==> config.mk <==
export PLATFORM = sky130hd
export DESIGN_NAME = rr_bus_scheduler
export DESIGN_NICKNAME = d
export VERILOG_FILES = /design/src/rtl/rr_bus_scheduler.sv
export SDC_FILE = /design/constraint.sdc
export NUM_CORES = 1
export LEC_CHECK = 0
export BUFFER_PORTS_ARGS = -buffer_cell sky130_fd_sc_hd__buf_2
export CAP_MARGIN = 20
export CORE_ASPECT_RATIO = 0.75
export CORE_MARGIN = 8
export CORE_UTILIZATION = 30
export DETAILED_ROUTE_END_ITERATION = 8
export SETUP_SLACK_MARGIN = 0.02
export SYNTH_ARGS = -nofsm -noshare
export SYNTH_HDL_FRONTEND = slang
export SYNTH_SLANG_ARGS = --single-unit
==> constraint.sdc <==
create_clock -name clk -period 1.85 [get_ports clk]
set_input_delay 0.185 -clock clk [delete_from_list [all_inputs] [get_ports clk]]
set_output_delay 0.185 -clock clk [all_outputs]
set_load 0.01 [all_outputs]
==> src/rtl/rr_bus_scheduler.sv <==
// Round-robin bus scheduler for four requesters: one-hot registered grant,
// hold limit of MAX_HOLD cycles, and a mandatory one-cycle gap between owners.
module rr_bus_scheduler #(
    parameter int MAX_HOLD = 8
) (
    input  logic       clk,
    input  logic       rst,
    input  logic [3:0] req,
    input  logic [3:0] done,
    output logic [3:0] grant,
    output logic [1:0] grant_id,
    output logic       busy,
    output logic       timeout
);

    typedef enum logic [1:0] {
        IDLE  = 2'd0,
        GRANT = 2'd1,
        GAP   = 2'd2
    } state_t;

    localparam logic [7:0] HOLD_LAST = 8'(MAX_HOLD - 1);

    state_t     state_q, state_d;
    logic [1:0] ptr_q, ptr_d;
    logic [7:0] hcnt_q, hcnt_d;
    logic [3:0] grant_q, grant_d;
    logic [1:0] grant_id_q, grant_id_d;
    logic       timeout_q, timeout_d;

    logic [2:0] pick;
    logic       owner_done;
    logic       owner_req;
    logic       at_limit;
    logic       rel_now;

    // Search order ptr+1, ptr+2, ptr+3, ptr; result is {found, index}.
    function automatic logic [2:0] rr_pick(input logic [3:0] r, input logic [1:0] p);
        logic [2:0] res;
        logic [1:0] idx;
        res = 3'b000;
        for (int k = 1; k <= 4; k++) begin
            idx = p + 2'(k);
            if (!res[2] && r[idx]) begin
                res = {1'b1, idx};
            end
        end
        return res;
    endfunction

    function automatic logic [3:0] onehot(input logic [1:0] id);
        return 4'b0001 << id;
    endfunction

    always_ff @(posedge clk) begin
        if (!rst) begin
            state_q    <= IDLE;
            ptr_q      <= 2'd3;
            hcnt_q     <= 8'd0;
            grant_q    <= 4'b0000;
            grant_id_q <= 2'd0;
            timeout_q  <= 1'b0;
        end else begin
            state_q    <= state_d;
            ptr_q      <= ptr_d;
            hcnt_q     <= hcnt_d;
            grant_q    <= grant_d;
            grant_id_q <= grant_id_d;
            timeout_q  <= timeout_d;
        end
    end

    assign pick       = rr_pick(req, ptr_q);
    assign owner_done = done[grant_id_q];
    assign owner_req  = req[grant_id_q];
    assign at_limit   = (hcnt_q == HOLD_LAST);
    assign rel_now    = owner_done || !owner_req || at_limit;

    always_comb begin
        state_d    = state_q;
        ptr_d      = ptr_q;
        hcnt_d     = hcnt_q;
        grant_d    = grant_q;
        grant_id_d = grant_id_q;
        timeout_d  = 1'b0;
        case (state_q)
            IDLE, GAP: begin
                hcnt_d = 8'd0;
                if (pick[2]) begin
                    state_d    = GRANT;
                    grant_d    = onehot(pick[1:0]);
                    grant_id_d = pick[1:0];
                end else begin
                    state_d = IDLE;
                    grant_d = 4'b0000;
                end
            end
            GRANT: begin
                if (rel_now) begin
                    state_d   = GAP;
                    grant_d   = 4'b0000;
                    ptr_d     = grant_id_q;
                    hcnt_d    = 8'd0;
                    // Flag a revoke only when the hold limit alone ended the tenure.
                    timeout_d = at_limit && !owner_done && owner_req;
                end else begin
                    hcnt_d = hcnt_q + 8'd1;
                end
            end
            default: begin
                state_d = IDLE;
                grant_d = 4'b0000;
                hcnt_d  = 8'd0;
            end
        endcase
    end

    always_comb begin
        grant    = grant_q;
        grant_id = grant_id_q;
        busy     = |grant_q;
        timeout  = timeout_q;
    end

endmodule

* Word level (Yosys, flattened, before mapping)
Cells that the tools add are included.
** Cells by class
- $add $sub $neg :: 4
- Order comparisons :: 5
- Eq/ne operators :: 4
- Shifts and indexed selects :: 1
- Muxes and demuxes :: 22
- Bitwise gates (word level) :: 2
- Reduce and logical (&&, ||, !) cells :: 19
** Operators with widths (number)
- $lt A2 B3 Y1 const B :: 5
- $bmux W1 S2 :: 6
- $mux W3 :: 4
- $add A8 B1 Y8 const B :: 1
- $eq A8 B3 Y1 const B :: 1
- $mux W4 :: 2
- $pmux W4 S2 :: 1
- $mux W1 :: 7
- $logic_and A1 B1 Y1 :: 5
- $logic_not A1 Y1 :: 5
- $add A2 B2 Y2 const B :: 2
- $pmux W2 S2 :: 1
- $reduce_and A2 Y1 :: 2
- $reduce_or A4 Y1 :: 1
- $shl A1 B2 Y4 const A :: 1
- $reduce_and A3 Y1 :: 1
- $reduce_or A3 Y1 :: 1
- $add A2 B1 Y2 const B :: 1
- $eq A2 B1 Y1 const B :: 1
- $eq A2 B2 Y1 const B :: 1
- $logic_not A2 Y1 :: 1
- $logic_or A1 B1 Y1 :: 2
- $mux W2 :: 1
- $ne A2 B2 Y1 const B :: 1
- other kinds (2) :: 3
** Storage, ports and cells
- Bits in registers :: 19
- Input port bits :: 10
- Output and inout bits :: 8
- Logic and storage cells :: 63

* Longest topological paths before layout
Gate-level depths: netlist of run 1.
- Word-level depth :: 16
- Depth in mapped cells :: 6
- Depth with buffers taken out :: 5

* Worst setup path after synthesis of run 1
No wires, ideal clock.
- Path type :: reg-to-reg
- Start point :: register grant_id_q[1] (netlist: grant_id[1])
- End point :: register grant_q[1] (netlist: grant[1])
- Setup time :: 0.092 ns
- Data arrival time :: 1.599 ns
- Data required time :: 1.758 ns
- Slack :: 0.159 ns
- Stages on the path, launching flop included :: 5
- Buffers on the path :: 1
- Clock period less this slack :: 1.691 ns
- Path through :: dfxtp_1 -> mux4_2 -> or3_1 -> buf_6 -> o32ai_1
** Between the ends
- Word-level cells in the longest chain between the ends :: 6
- Elaborated cells on any way between the ends :: 8
- Those cells by class :: 1 x eq/ne; 4 x mux; 3 x reduce/logical
** RTL lines
- from (decl) :: line 28 : logic [1:0] grant_id_q, grant_id_d;
- from (signal assigned) :: line 68 : grant_id_q <= grant_id_d;
- $bmux W1 S2 :: line 75 : assign owner_req = req[grant_id_q];
- $mux W1 (not written as such) :: line 75
- $logic_not A1 Y1 :: line 77 : assign rel_now = owner_done || !owner_req || at_limit;
- $logic_or A1 B1 Y1 (*) (2 in series) :: line 77
- $ne A2 B2 Y1 (no source line) (*)
- to (signal assigned) :: line 67 : grant_q <= grant_d;
- to (decl) :: line 27 : logic [3:0] grant_q, grant_d;
Mark *: on every way between the ends. The rest lies on a longest branch, timed or not. The select of a mux whose other input is x is not followed.
A chain may end at the register's enable or synchronous reset.

* Final worst setup path of run 1
- Start point :: register grant_id_q[1] (netlist: grant_id[1])
- End point :: register grant_q[3] (netlist: grant[3])
Same word-level chain as after synthesis.

==> results of run 1 <==
## sequential cells by signal, summed over array words and instances (netlist names)
signal and count:
grant 4, grant_id 2, hcnt_q 8, ptr_q 2, state_q 2, timeout 1
## cell usage in the layout (no fill, tap or decap)
cell type   instances
xor2_1              2
clkbuf_8            3
xnor2_1             4
or2b_1              1
nand2_1             4
nor2b_1             8
buf_4               4
a21boi_1            1
nand3_1             4
mux4_2              2
dfxtp_1            19
or3_1               2
nand2b_1            5
buf_2              17
nand3b_1            1
nor3_1              4
and2_1              3
o21ai_0             4
nand4_1             1
clkinvlp_4          1
or4_1               2
o32ai_1             2
inv_1               4
a32o_1              2
o211ai_1            4
ha_1                1
o21a_1              1
o22a_1              1
and3_1              1
a21boi_0            1
nor2_1             13
nor4_1              1
a21oi_1             2
## worst max-delay path: stages, from the launching register on
cell and delay [ns]:
dfxtp_1 0.35, mux4_2 0.54, or3_1 0.52, o32ai_1 0.18
## logic make-up after synthesis
kind of cell | Yosys count | synth area share
AOI/OAI and AO/OA | 18 | 0.141
xor gates and xnor gates | 6 | 0.0575
adders and majority gates | 1 | 0.0137
buffers and inverters | 6 | 0.0328
DFF | 19 | 0.416
muxes | 2 | 0.0492
and+or+nand+nor | 50 | 0.290
## per-layer routing
| layer | wire, µm | GRT usage | share of wire | vias to the layer above |
|---|---|---|---|---|
| li1 | - | - | - | 408 |
| met1 | 977 | 0.103 | 0.49 | 357 |
| met2 | 887 | 0.128 | 0.45 | 21 |
| met3 | 88 | 0.0279 | 0.044 | 5 |
| met4 | 27 | 0.0271 | 0.014 | 0 |
| met5 | 0 | 0 | 0 | - |
## cell usage after synthesis
| cell | instances |
|---|---|
| nand4_1 | 1 |
| a21boi_1 | 1 |
| o21a_1 | 1 |
| nand2b_1 | 5 |
| ha_1 | 1 |
| buf_6 | 1 |
| nand2_1 | 4 |
| o22a_1 | 1 |
| clkbuf_1 | 1 |
| or3_1 | 2 |
| nand3b_1 | 1 |
| nand3_1 | 4 |
| o32ai_1 | 2 |
| nor3_1 | 4 |
| nor4_1 | 1 |
| a21oi_1 | 2 |
| a21boi_0 | 1 |
| xor2_1 | 2 |
| xnor2_1 | 4 |
| and2_1 | 3 |
| a32o_1 | 2 |
| dfxtp_1 | 19 |
| o21ai_0 | 4 |
| or4_1 | 2 |
| or2b_1 | 1 |
| inv_1 | 4 |
| mux4_2 | 2 |
| nor2_1 | 13 |
| o211ai_1 | 4 |
| and3_1 | 1 |
| nor2b_1 | 8 |
## cell type report
class,instances,area (µm²),share of cell area
clock inverters,1,7.51,0.00676
clock buffers,3,41.3,0.0372
repair buffers,21,115,0.104
flip-flops and latches,19,380,0.342
well taps,38,47.5,0.0428
multi-input cells,77,504,0.454
inverters,4,15.0,0.0135
## stage by stage
step	power, µW	hold slack, ns
after global routing	969	0.215
final	913	0.204
after global placement	626	0.450
after floorplan	561	0.426
after CTS	925	0.206
after detailed placement	630	0.452
## report_power, final
group	internal (µW)	switching, µW	leakage [µW]
Clock	152	142	0.0000217
Combinational	79.3	86.2	0.000260
Sequential	433	20.4	0.000155
## path summary, 6_finish.rpt
path              depth (start not counted)                     start  slack [ns]               endpoint
hold / removal                            2                       rst        0.20  ptr_q[1]$_SDFFE_PN1P_
hold reg to reg                           1      hcnt_q[0]$_SDFF_PP0_        0.47   hcnt_q[0]$_SDFF_PP0_
setup reg to reg                          3  grant_id[1]$_SDFFE_PN0P_        0.16  grant[3]$_SDFFE_PN0P_
setup / recovery                          3  grant_id[1]$_SDFFE_PN0P_        0.16  grant[3]$_SDFFE_PN0P_
==> impl_metrics.tcl, run 1 <==
set metrics [dict create \
    status "finished clean" \
    critical_path.startpoint_type "flip-flop" \
    detailed_place.area_um2 1060 \
    netlist_instances 102 \
    post-place-cells 159 \
    critPathArrivalTime_ns 1.86 \
    finish.instance_area_um2 1110 \
    avgRoutedWirePerCell_um 12.1 \
    grt_antenna_before_repair 0 \
    worstPathMaxFanout 9 \
    cells_taking_the_most_area_after_synthesis "dfxtp_1 (42%), nor2b_1 (5.5%), nor2_1 (5.3%)" \
    die_height_um 63.8 \
    postLayoutSetupSlackWorst_ns 0.155 \
    final.setup.tns_ns 0 \
    clock_path_buffers 2 \
    netlist-cell-type-count 31 \
    route.final.wire_length_um 1980 \
    mapped_nets 113 \
    cts_inserted_buffers 3 \
    clock_insertion_delay_worst_skew_ns 0.26 \
    average_via_count_per_standard_cell 4.85 \
    post_synth.cell_area_avg_um2 8.97 \
    fp-row-count 17 \
    synth_largest_type_area_fraction 0.416 \
    fp.dieArea_um2 5090 \
    skew_ns 0.00731 \
    finalSetupViolations 0 \
    max-vdd-ir-drop_mv 0.371 \
    total_leakage_power_uw 0.000437 \
    synth_seq_area_share 0.416 \
    rsz_0062_raised_after_global_routing "no" \
    cts_tree "built" \
    layout_cells_sized_above_1 0.216 \
    yosys_warnings 0 \
    design.final.nets 137 \
    numPortBuffers 17 \
    timing_max_transition_violations_final 0 \
    drt-pass1-iter-count 4 \
    worst_slew_pin_slew_ns 0.542 \
    clk_root_buffer_cell "clkbuf_8" \
    gp_routability_congestion 0.849 \
    ant_nets 0 \
    achievable-frequency_ghz 0.590 \
    top_cell_type_by_total_area_after_synthesis "dfxtp_1" \
    io_pins 18 \
    maxCapViolations 0 \
    final.fill_count 303 \
    final_cell_count_no_fill 163 \
    cts_max_level 1 \
    min_period_over_period 0.916 \
    timing.hold.worst.class "input pin to flip-flop" \
    global_route_wire_length_before_repair_um 3330 \
    via_count_of_the_first_global_routing_pass 780 \
    clk_pin_slew_ns 0.08 \
    cts.repair_timing.setup_buffer_count 0 \
    max_slew_margin 0.636 \
    worst-endpoint-required_ns 2.02 \
    detailedPlacementHpwl_um 1630 \
    antennaDiodeCount 0 \
    grt.overflow.total 0 \
    hold_fails_final_rpt 0 \
    setup.worst_path.end_class "flip-flop" \
    die_x_um 79.8 \
    gr-usage-all-layers 0.0821 \
    synth_seq_cells 19 \
    via_count 791 \
    core_area_um2 2910 \
    area_growth_pct 21.5 \
    cts_resized 0 \
    grt_start_max_net_pins 13 \
    final_core_util 0.381 \
    dr.first_iter.drc_count 20 \
    min_period_ns 1.69 \
    initial_core_util 0.314 \
    setup.worst_path.class "flip-flop to flip-flop" \
    holdBufCountCts 0 \
    synth.cell_area_um2 915 \
    remaining_drc_errors 0 \
    powerDensity_nw_per_um2 822 \
    dp_slack_ns 0.103 \
    cts_num_sinks 19 \
]
Power figures use the tool's default switching activity.
==> inputs of run 2 (changes only) <==
- PLACE_DENSITY: not set -> 0.55
==> run 2 against run 1 <==
Critical path depth unchanged. Clock skew down 0.0026 ns. Global-route usage up 0.28 points.
==> impl_metrics.tcl, run 2 (synthesized netlist as in run 1, its figures left out) <==
set metrics [dict create \
    grt_antenna_before_repair 0 \
    cts_tree "built" \
    final_cell_count_no_fill 162 \
    max_flop_register "hcnt_q" \
    avgRoutedWirePerCell_um 12.4 \
    grt_start_max_net_pins 12 \
    ant_nets 0 \
    cts_max_level 1 \
    post-place-cells 158 \
    flip_flop_count_of_the_largest_register_all_copies_and_words_added 8 \
    setup.worst_path.class "flip-flop to flip-flop" \
    clock_insertion_delay_worst_skew_ns 0.26 \
    detailedPlacementHpwl_um 1610 \
    grt.overflow.total 0 \
    numPortBuffers 17 \
    remaining_drc_errors 0 \
    worst_slew_pin_slew_ns 0.527 \
    cts.repair_timing.setup_buffer_count 0 \
    achievable-frequency_ghz 0.600 \
    final.setup.tns_ns 0 \
    holdBufCountCts 0 \
    via_count 798 \
    switching_power_uw 242 \
    clk_root_buffer_cell "clkbuf_8" \
    gr-usage-all-layers 0.0849 \
    dr.first_iter.drc_count 31 \
    powerDensity_nw_per_um2 818 \
    power.share.combinational 0.177 \
    gp_routability_congestion 0.804 \
    global_route_wire_length_before_repair_um 3450 \
    power_switching_share 0.269 \
    layout_cells_sized_above_1 0.210 \
    finalSetupViolations 0 \
    maxCapViolations 0 \
    min_period_over_period 0.901 \
    min_period_ns 1.67 \
    cts_resized 0 \
    worstPathMaxFanout 9 \
    skew_ns 0.00468 \
    critPathArrivalTime_ns 1.83 \
    max_slew_margin 0.646 \
    critical_path.startpoint_type "flip-flop" \
    p_seq_frac 0.505 \
    cell_internal_pwr_uw 659 \
    timing.hold.worst.class "input pin to flip-flop" \
    cts_inserted_buffers 3 \
    final_core_util 0.378 \
    fp.dieArea_um2 5090 \
    cts_num_sinks 19 \
    io_pins 18 \
    fp-row-count 17 \
    initial_core_util 0.314 \
    status "finished clean" \
    area_growth_pct 20.4 \
    p_total_uw 901 \
    total_leakage_power_uw 0.000435 \
    core_area_um2 2910 \
    via_count_of_the_first_global_routing_pass 762 \
    average_via_count_per_standard_cell 4.93 \
    setup.worst_path.end_class "flip-flop" \
    clk_pin_slew_ns 0.07 \
    layout_commonest_cell "dfxtp_1" \
    drt-pass1-iter-count 4 \
    route.final.wire_length_um 2020 \
    design.final.nets 136 \
    rsz_0062_raised_after_global_routing "no" \
    clock_path_buffers 2 \
    hold_fails_final_rpt 0 \
    timing_max_transition_violations_final 0 \
    antennaDiodeCount 0 \
    max-vdd-ir-drop_mv 0.382 \
    share_clk_of_total_power 0.318 \
    die_height_um 63.8 \
    die_x_um 79.8 \
    cpPeakStageDelay_ns 0.54 \
    cp_cell_sequence "mux4_2, or3_1, o32ai_1" \
    worst-endpoint-required_ns 2.02 \
    mostFrequentLayoutCells "dfxtp_1 (19), buf_2 (17), nor2_1 (13), nor2b_1 (8), nand2b_1 (5)" \
    critPathSlowestCell "mux4_2" \
]
==> run 2: changes by cell type in the layout (fill, tap and decap cells not counted), sizes merged <==
cell	before	now
clkinvlp	1	0
buf	21	20
clkinv	0	1
==> run 2: worst paths after layout <==
| path | end | slack [ns] | start | cells past startpoint |
|---|---|---|---|---|
| worst max-delay path | grant[3]$_SDFFE_PN0P_ | 0.18 | grant_id[1]$_SDFFE_PN0P_ | 3 |
| worst max register to register | grant[3]$_SDFFE_PN0P_ | 0.18 | grant_id[1]$_SDFFE_PN0P_ | 3 |
| worst min register to register | hcnt_q[0]$_SDFF_PP0_ | 0.47 | hcnt_q[0]$_SDFF_PP0_ | 1 |
| worst min-delay path | ptr_q[0]$_SDFFE_PN1P_ | 0.20 | rst | 2 |
==> run 2: power by group through the flow <==
stage          logic, µW  registers [µW]  clock network [µW]
5_1_grt              176             458                 317
3_5_place_dp         160             464                   0
3_3_place_gp         159             462                   0
2_1_floorplan       94.8             466                   0
4_1_cts              161             455                 298
6_report             159             455                 287
==> run 2: layout make-up <==
class / count / area (µm²)
sequential: 19 / 380
clock inverter: 1 / 5.00
inverter: 4 / 15.0
timing repair buffer: 20 / 108
multi-input combinational: 77 / 504
clock buffer: 3 / 41.3
tap: 38 / 47.5
fill: 308 / 1810
==> run 2: worst max-delay path: cells and delay by family (launching register included) <==
kind	cells	cell delay [ns]
AOI/OAI and AO/OA	1	0.17
muxes	1	0.54
and+or+nand+nor	1	0.51
DFF	1	0.35
==> run 2: metal layers <==
layer  routed length (µm)  share of wire  track usage  vias up
met5                    0              0            0        -
met4                   25          0.012       0.0339        0
met3                  127          0.063       0.0321        5
met2                  868           0.43        0.125       17
met1                  995           0.49        0.109      372
li1                     -              -            -      404
==> run 2: through the flow <==
stage / hold slack [ns] / setup slack (ns) / cell area, µm²
6_report: 0.201 / 0.184 / 1100
4_1_cts: 0.196 / 0.168 / 1100
5_1_grt: 0.206 / 0.0865 / 1100
3_5_place_dp: 0.456 / 0.150 / 1050
3_3_place_gp: 0.450 / 0.185 / 1050
2_1_floorplan: 0.426 / 0.159 / 915
==> inputs of run 3 (changes only) <==
- PLACE_DENSITY: 0.55 -> not set
- PLACE_DENSITY_LB_ADDON: not set -> 0.05
==> run 3 against run 2 <==
Maximum frequency down 2.6%. First-iteration DRC count grew 71%. Count of clock-buffer cells in the layout is 1 higher. Worst hold slack better by 0.0059 ns. Highest routed layer unchanged.
==> impl_metrics.tcl, run 3 (synthesized netlist as in run 1, its figures left out) <==
set metrics [dict create \
    initial_core_util 0.314 \
    remaining_drc_errors 0 \
    cts_inserted_buffers 3 \
    critPathArrivalTime_ns 1.83 \
    grt_antenna_before_repair 0 \
    grt-busiest-layer "met1" \
    clk_root_buffer_cell "clkbuf_8" \
    critPathSlowestCell "or4_1" \
    grtUsageMet1 0.129 \
    antennaDiodeCount 0 \
    layout_commonest_cell "dfxtp_1" \
    detailedPlacementHpwl_um 1610 \
    achievable-frequency_ghz 0.585 \
    critical_path.startpoint_type "flip-flop" \
    holdBufCountCts 0 \
    final.fill_count 297 \
    numPortBuffers 17 \
    global_route_wire_length_before_repair_um 3660 \
    finish.instance_area_um2 1110 \
    worst_slew_pin_slew_ns 0.436 \
    gr-usage-all-layers 0.0894 \
    max-vdd-ir-drop_mv 0.298 \
    design.final.nets 138 \
    worst-endpoint-required_ns 1.97 \
    die_x_um 79.8 \
    critical_path.top_delay_family "simple AND/OR/NAND/NOR gates" \
    min_period_ns 1.71 \
    clk_pin_slew_ns 0.07 \
    cts_num_sinks 19 \
    cpPeakStageDelay_ns 0.55 \
    setup.worst_path.class "flip-flop to flip-flop" \
    final_cell_count_no_fill 164 \
    powerDensity_nw_per_um2 809 \
    total_leakage_power_uw 0.000442 \
    mostFrequentLayoutCells "dfxtp_1 (19), buf_2 (17), nor2_1 (13), nor2b_1 (8)" \
    post-place-cells 160 \
    layout_cells_sized_above_1 0.214 \
    finalSetupViolations 0 \
    timing_max_transition_violations_final 0 \
    clock_insertion_delay_worst_skew_ns 0.25 \
    flip_flop_count_of_the_largest_register_all_copies_and_words_added 8 \
    max_slew_margin 0.707 \
    timing.hold.worst.class "input pin to flip-flop" \
    via_count 772 \
    max_flop_register "hcnt_q" \
    drt-pass1-iter-count 4 \
    p_total_uw 902 \
    grt.overflow.total 0 \
    die_height_um 63.8 \
    dr.first_iter.drc_count 53 \
    final.setup.tns_ns 0 \
    area_growth_pct 21.9 \
    fp-row-count 17 \
    final_core_util 0.383 \
    grt_start_max_net_pins 11 \
    clock_path_buffers 2 \
    fp.dieArea_um2 5090 \
    core_area_um2 2910 \
    cts_max_level 1 \
    route.final.wire_length_um 1990 \
    gp_routability_congestion 0.776 \
    status "finished clean" \
    cts.repair_timing.setup_buffer_count 0 \
    maxCapViolations 0 \
    global_route.usage.met3 0.0377 \
    ant_nets 0 \
    cts_resized 0 \
    io_pins 18 \
    skew_ns 0.00193 \
    avgRoutedWirePerCell_um 12.1 \
    cts_tree "built" \
    setup.worst_path.end_class "flip-flop" \
    hold_fails_final_rpt 0 \
    worstPathMaxFanout 9 \
    grtUsageMet2 0.118 \
    cp_cell_sequence "or4_1, nor3_1, or3_1, o32ai_1" \
    detailed_place.area_um2 1070 \
    rsz_0062_raised_after_global_routing "no" \
    min_period_over_period 0.924 \
    average_via_count_per_standard_cell 4.71 \
    via_count_of_the_first_global_routing_pass 775 \
    cp.buffers_inverters 0 \
]
run 3: cell count changes in the layout (fill, tap and decap cells not counted), sizes merged:
cell / delta
buf: +2
clkbuf: +1
clkinv: -1
run 3: area by class of cell:
cell class	count	area [µm²]	area share
multi-input combinational	77	504	0.452
clock buffer	4	45.0	0.0404
inverter	4	15.0	0.0135
sequential	19	380	0.341
timing repair buffer	22	123	0.110
tap	38	47.5	0.0426
run 3: final timing paths:
path              cells past startpoint               endpoint                  from  slack (ns)
setup / recovery                      4  grant[1]$_SDFFE_PN0P_  hcnt_q[5]$_SDFF_PP0_        0.14
hold / removal                        2  ptr_q[0]$_SDFFE_PN1P_                   rst        0.21
setup reg to reg                      4  grant[1]$_SDFFE_PN0P_  hcnt_q[5]$_SDFF_PP0_        0.14
hold reg to reg                       1   hcnt_q[0]$_SDFF_PP0_  hcnt_q[0]$_SDFF_PP0_        0.47
run 3: layer usage:
metal	share of wire	routed length (µm)	vias to the layer above
met1	0.56	1110	341
met5	0	0	-
met4	0.0040	8	0
met2	0.39	768	19
li1	-	-	410
met3	0.053	106	2
run 3: report_power, final:
part | internal (µW) | leakage [µW] | switching [µW] | total, µW
registers | 434 | 0.000155 | 20.6 | 454
clock network | 153 | 0.0000228 | 126 | 278
logic | 83.8 | 0.000265 | 85.4 | 169
total | 670 | 0.000442 | 232 | 902
run 3: metrics by stage:
step / hold WS (ns) / setup slack [ns]
after global placement: 0.465 / 0.177
final: 0.207 / 0.140
after detailed placement: 0.457 / 0.127
after floorplan: 0.426 / 0.159
after global routing: 0.218 / 0.0201
after CTS: 0.203 / 0.132
run 3: worst register-to-register path: stages (launching register included):
cell,delay (ns)
dfxtp_1,0.33
or4_1,0.55
nor3_1,0.21
or3_1,0.33
o32ai_1,0.16
